## config.mk

```make
export PLATFORM = sky130hd
export DESIGN_NAME = alu_share_arbiter
export DESIGN_NICKNAME = d
export VERILOG_FILES = /design/src/rtl/alu_share_arbiter.sv
export SDC_FILE = /design/constraint.sdc
export NUM_CORES = 1
export LEC_CHECK = 0
export BUFFER_PORTS_ARGS = -buffer_cell sky130_fd_sc_hd__buf_4
export CAP_MARGIN = 20
export CORE_MARGIN = 2
export CORE_UTILIZATION = 32
export CTS_CLUSTER_SIZE = 14
export DETAILED_ROUTE_END_ITERATION = 16
export MAX_ROUTING_LAYER = met4
export PLACE_DENSITY = 0.79
export SKIP_CTS_REPAIR_TIMING = 1
export SYNTH_ARGS = -nofsm -noshare
export SYNTH_HDL_FRONTEND = slang
export SYNTH_SLANG_ARGS = --single-unit
```

## constraint.sdc

```tcl
create_clock -name clk -period 1.82 [get_ports clk]
set_clock_uncertainty 0.05 [all_clocks]
set_input_delay 0.182 -clock clk [delete_from_list [all_inputs] [get_ports clk]]
set_output_delay 0.182 -clock clk [all_outputs]
set_load 0.01 [all_outputs]
```

## src/rtl/alu_share_arbiter.sv

```systemverilog
// alu_share_arbiter
//   Shares one external aluN between two requesters. Round-robin arbitration
//   over valid/ready handshakes, operand/op steering to the ALU, and a
//   one-entry registered response slot tagged with the issuing requester.
//
// Ports
//   clk, reset                 clock (rising edge), synchronous active-high reset
//   req0_* / req1_*            requester handshakes, operands and ops
//                              (op: 00 add, 01 sub, 10 and, 11 or)
//   SrcA, SrcB, ALUControl     drive the external ALU
//   ALUResult                  combinational result back from the ALU
//   rsp_valid/ready/data/id    response slot handshake, result and requester id
module alu_share_arbiter #(
  parameter int unsigned N = 8
) (
  input  logic         clk,
  input  logic         reset,
  input  logic         req0_valid,
  output logic         req0_ready,
  input  logic [N-1:0] req0_a,
  input  logic [N-1:0] req0_b,
  input  logic [1:0]   req0_op,
  input  logic         req1_valid,
  output logic         req1_ready,
  input  logic [N-1:0] req1_a,
  input  logic [N-1:0] req1_b,
  input  logic [1:0]   req1_op,
  output logic [N-1:0] SrcA,
  output logic [N-1:0] SrcB,
  output logic [1:0]   ALUControl,
  input  logic [N-1:0] ALUResult,
  output logic         rsp_valid,
  input  logic         rsp_ready,
  output logic [N-1:0] rsp_data,
  output logic         rsp_id
);

  typedef enum logic {StEmpty, StFull} slot_state_e;

  slot_state_e  r_state;
  logic [N-1:0] r_rsp_data;
  logic         r_rsp_id;
  logic         r_last_grant;

  logic w_slot_free;
  logic w_gnt0;
  logic w_gnt1;

  // The slot can take a new result when empty or when it is being drained now.
  assign w_slot_free = (r_state == StEmpty) || rsp_ready;

  // On a tie the requester that did not win last time gets the grant.
  always_comb begin
    w_gnt0 = 1'b0;
    w_gnt1 = 1'b0;
    if (w_slot_free) begin
      if (req0_valid && req1_valid) begin
        w_gnt0 = r_last_grant;
        w_gnt1 = ~r_last_grant;
      end else begin
        w_gnt0 = req0_valid;
        w_gnt1 = req1_valid;
      end
    end
  end

  assign req0_ready = w_gnt0;
  assign req1_ready = w_gnt1;

  // Idle ALU is fed add 0+0.
  always_comb begin
    SrcA       = '0;
    SrcB       = '0;
    ALUControl = 2'b00;
    if (w_gnt0) begin
      SrcA       = req0_a;
      SrcB       = req0_b;
      ALUControl = req0_op;
    end else if (w_gnt1) begin
      SrcA       = req1_a;
      SrcB       = req1_b;
      ALUControl = req1_op;
    end
  end

  // A grant implies the requester is valid, so grant == accept.
  always_ff @(posedge clk) begin
    if (reset) begin
      r_state      <= StEmpty;
      r_rsp_data   <= '0;
      r_rsp_id     <= 1'b0;
      r_last_grant <= 1'b1;
    end else begin
      case (r_state)
        StEmpty: begin
          if (w_gnt0 || w_gnt1) begin
            r_state      <= StFull;
            r_rsp_data   <= ALUResult;
            r_rsp_id     <= w_gnt1;
            r_last_grant <= w_gnt1;
          end
        end
        StFull: begin
          if (w_gnt0 || w_gnt1) begin
            // Drain and reload on the same edge: no bubble.
            r_rsp_data   <= ALUResult;
            r_rsp_id     <= w_gnt1;
            r_last_grant <= w_gnt1;
          end else if (rsp_ready) begin
            r_state <= StEmpty;
          end
        end
        default: r_state <= StEmpty;
      endcase
    end
  end

  assign rsp_valid = (r_state == StFull);
  assign rsp_data  = r_rsp_data;
  assign rsp_id    = r_rsp_id;

endmodule

```

Word level (Yosys, flattened, before mapping):

Cells that the tools add are included.

* flip-flop bits (word level): 11
* latch bits: 0
* RAM bits: 0
* ROM bits: 0
* input port bits: 49
* output and inout port bits: 30
* logic and storage cells: 25
* memories kept: 0

* add/sub/neg operators: 0
* $mul: 0
* divide/modulo/power cells: 0
* $lt $le $gt $ge: 0
* equal/unequal tests: 0
* shifts and indexed selects: 0
* muxes and demuxes: 16
* bitwise operators: 2
* reductions and logical operators: 3

Operators by type and width (number)
* two-way mux 8 bit: 5
* two-way mux 1 bit: 8
* two-way mux 2 bit: 2
* logical OR 1 bit: 2
* inverter 1 bit: 2
* one-hot mux 1 bit (2 select lines): 1
* logical AND 1 bit: 1

Longest topological paths before layout:

* depth after elaboration: 6
* mapped depth: 5
* depth with buffers taken out: 4

Least setup slack after synthesis:

OpenSTA, ideal clock, no wires.

* kind: register to output
* start: reg r_state, in the netlist rsp_valid
* end: out SrcA[0]
* arrival: 1247 ps
* data required time: 1588 ps
* setup slack: 341 ps
* stages on the path, launching flop included: 6
* path buffers: 2
* cells stage by stage: dfxtp_1 nor2b_4 buf_6 nor3_4 buf_6 a22o_1

RTL lines
* from (decl): RTL line 40 `slot_state_e r_state;`
* from (signal assigned): RTL line 89 `r_state <= StEmpty;`
* from (signal assigned): RTL line 97 `r_state <= StFull;`
* from (signal assigned): RTL line 110 `r_state <= StEmpty;`
* inverter 1 bit
* logical OR 1 bit: RTL line 50 `assign w_slot_free = (r_state == StEmpty) || rsp_ready;`
* two-way mux 1 bit: RTL line 56 `if (w_slot_free) begin`
* named net req0_ready: RTL line 19 `output logic req0_ready,`
* two-way mux 8 bit: RTL line 75 `if (w_gnt0) begin`
* to (decl): RTL line 28 `output logic [N-1:0] SrcA,`

The timed path passes the listed nets, and every way through them passes these cells.

Final worst setup path:

* start: reg r_state, in the netlist rsp_valid
* end: out SrcB[4]

* longest elaborated chain between the ends: 5

RTL lines
* inverter 1 bit *
* logical OR 1 bit *: RTL line 50
* two-way mux 1 bit: RTL line 56
* two-way mux 8 bit: RTL line 79 `end else if (w_gnt1) begin`
* two-way mux 8 bit *: RTL line 75
* to (decl): RTL line 29 `output logic [N-1:0] SrcB,`

Every way passes the cells marked *; elsewhere a longest branch is shown, timed or not.

==> impl_metrics.tcl <==
set metrics [dict create \
    initial_utilization 0.3370 \
    cts-root-buf "clkbuf_4" \
    yosysSeqAreaShare 0.3365 \
    nets 206 \
    placed_cells 175 \
    r2r_setup_slack_ps 700 \
    placeableCoreArea_um2 1942 \
    crit_path_end_kind "output pin" \
    die-area_um2 2423 \
    finalHoldViolCount 0 \
    drt-pass1-iter-count 4 \
    cts_tree "built" \
    holdCritPathClass "in -> reg" \
    dieHeight_um 49.22 \
    ys_ff_latch 11 \
    reg2reg_depth 4 \
    tightestPinTransition_ps 301.5 \
    vias 903 \
    start_kind "flop" \
    finalWorstSetupSlack_ps 150.9 \
    viasPerCell 4.934 \
    cp_max_fo 19 \
    grtUsageTotal 0.1954 \
    grt_max_degree 20 \
    post_dp_cell_area_um2 1249 \
    timing.slew.headroom 0.7987 \
    post-route-period-util 0.9171 \
    cts.path.max_buffers 2 \
    fin_area_um2 1318 \
    drive_above_1_share 0.5833 \
    outcome "complete, no violations" \
    drv_cap 0 \
    grt_setup_unrepaired "false" \
    crit_type "reg -> out" \
    fmax_mhz 599.1 \
    irDropWorstVdd_v 0.0004105 \
    cts_buffers 3 \
    insertion_delay_ps 270 \
    io_pins 79 \
    grt_pass1_vias 816 \
    setup_viol 0 \
    diodes 0 \
    drc 0 \
    rr_startpoint "rsp_valid" \
    seqCellArea_um2 220.2 \
    arrival_ps 1440 \
    crit_end "SrcB[4]" \
    yosysWarnings 0 \
    multi_input_area_um2 386.6 \
    htreeDepth 1 \
    period_minus_slack_ps 1669 \
    antenna_found_initial 0 \
    hp-start "reset" \
    num_rows 16 \
    r2r-end "rsp_data[3]" \
    syn_inst 74 \
    routed_wl_um 2364 \
    port_buffers 78 \
    place_congestion 0.7135 \
    avgSynthCellArea_um2 8.843 \
    worstPathRequired_ps 1590 \
    fillers 177 \
    initialDrtViolationCount 4 \
    area_growth_pct 101.3 \
    power.density_nw_per_um2 566.7 \
    fin_cells 183 \
    grt_pass1_wl_um 3650 \
    ant_nets 0 \
    clkSlewWorstSetupHoldPaths_ps 60 \
    wl_per_cell_um 12.92 \
    dieWidth_um 49.22 \
    power.leakage_uw 0.0006769 \
    grt.overflow.total 0 \
    post-place-ws_ps 155.0 \
    synth_area_um2 654.4 \
    critPathLaunch "rsp_valid" \
    ys_types 19 \
    synthesis.nets 123 \
    clock_sinks 11 \
    drv_slew 0 \
]
Yosys cell counts:
cell type  number  area, um2
a22o_1         18      157.7
a21oi_1        11      55.05
dfxtp_1        11      220.2
nand3b_1        8      60.06
o21ai_1         8      40.04
buf_2           2      10.01
buf_6           2      22.52
clkbuf_1        2      7.510
inv_2           2      7.510
and3_1          1      6.260
nand2_1         1      3.750
nand2b_1        1      6.260
nand3_1         1      5.000
nor2_1          1      3.750
nor2b_1         1      6.260
nor2b_4         1      13.76
nor3_4          1      16.27
o21ai_0         1      5.000
o21bai_1        1      7.510
cell usage in the layout (no fill, tap or decap):
cell type / instances
a21oi_1: 11
inv_2: 2
nor2b_4: 1
nor2b_1: 1
nand2b_1: 1
nor3_4: 1
buf_4: 83
clkbuf_4: 3
buf_12: 1
o21ai_1: 8
o21bai_1: 1
a22o_1: 18
o21ai_0: 1
nand3b_1: 8
nor2_1: 1
nand2_1: 1
and3_1: 1
clkbuf_1: 1
nand3_1: 1
dfxtp_1: 11
cell type report:
type / count / area share
timing repair buffer: 84 / 0.4881
multi-input combinational: 55 / 0.2934
sequential: 11 / 0.1671
tap: 27 / 0.02564
clock buffer: 4 / 0.01994
inverter: 2 / 0.005698
report_power, final:
| part | internal [uW] | switching [uW] |
|---|---|---|
| registers | 258 | 10.3 |
| clock network | 84.9 | 77.6 |
| logic | 192 | 124 |
| total | 535 | 212 |
sequential cells by signal (all words and copies together), names as in the netlist:
register      flops
rsp_data          8
r_last_grant      1
rsp_id            1
rsp_valid         1
worst min path at each step:
stage	to	cells past startpoint
floorplan	r_last_grant	1
global placement	rsp_data[2]	2
detailed placement	rsp_data[4]	2
CTS	rsp_data[2]	2
global route	rsp_data[2]	2
finish	rsp_data[2]	2
critical path, stage by stage, from the launching register on:
cell     delay, ps
dfxtp_1        370
nor2b_4        250
nor3_4          70
buf_12         150
a22o_1         180
buf_4          140
stage by stage:
step	power [uW]	util	setup TNS (ps)	hold slack, ps
after floorplan	403.7	-	0	238.8
after global placement	572.4	0.6430	0	382.6
after detailed placement	577.7	0.6430	0	383.6
after CTS	740.8	0.6566	-2193	97.74
after global routing	794.7	0.6785	0	100.5
final	746.7	0.6785	0	105.1
per-layer routing:
layer,part of all wire,GRT usage,vias up
met1,0.37,0.2019,397
met2,0.51,0.3559,55
met3,0.11,0.04908,2
met5,0,-,-
li1,-,-,449
met4,0.0055,0.06667,0
cell families after synthesis:
logic type / after synthesis / share of synthesized area
compound gates: 39 / 0.4053
simple gates: 16 / 0.1855
flops: 11 / 0.3365
buf+inv: 8 / 0.07266
Note: power is estimated with default switching activity, not from simulation.
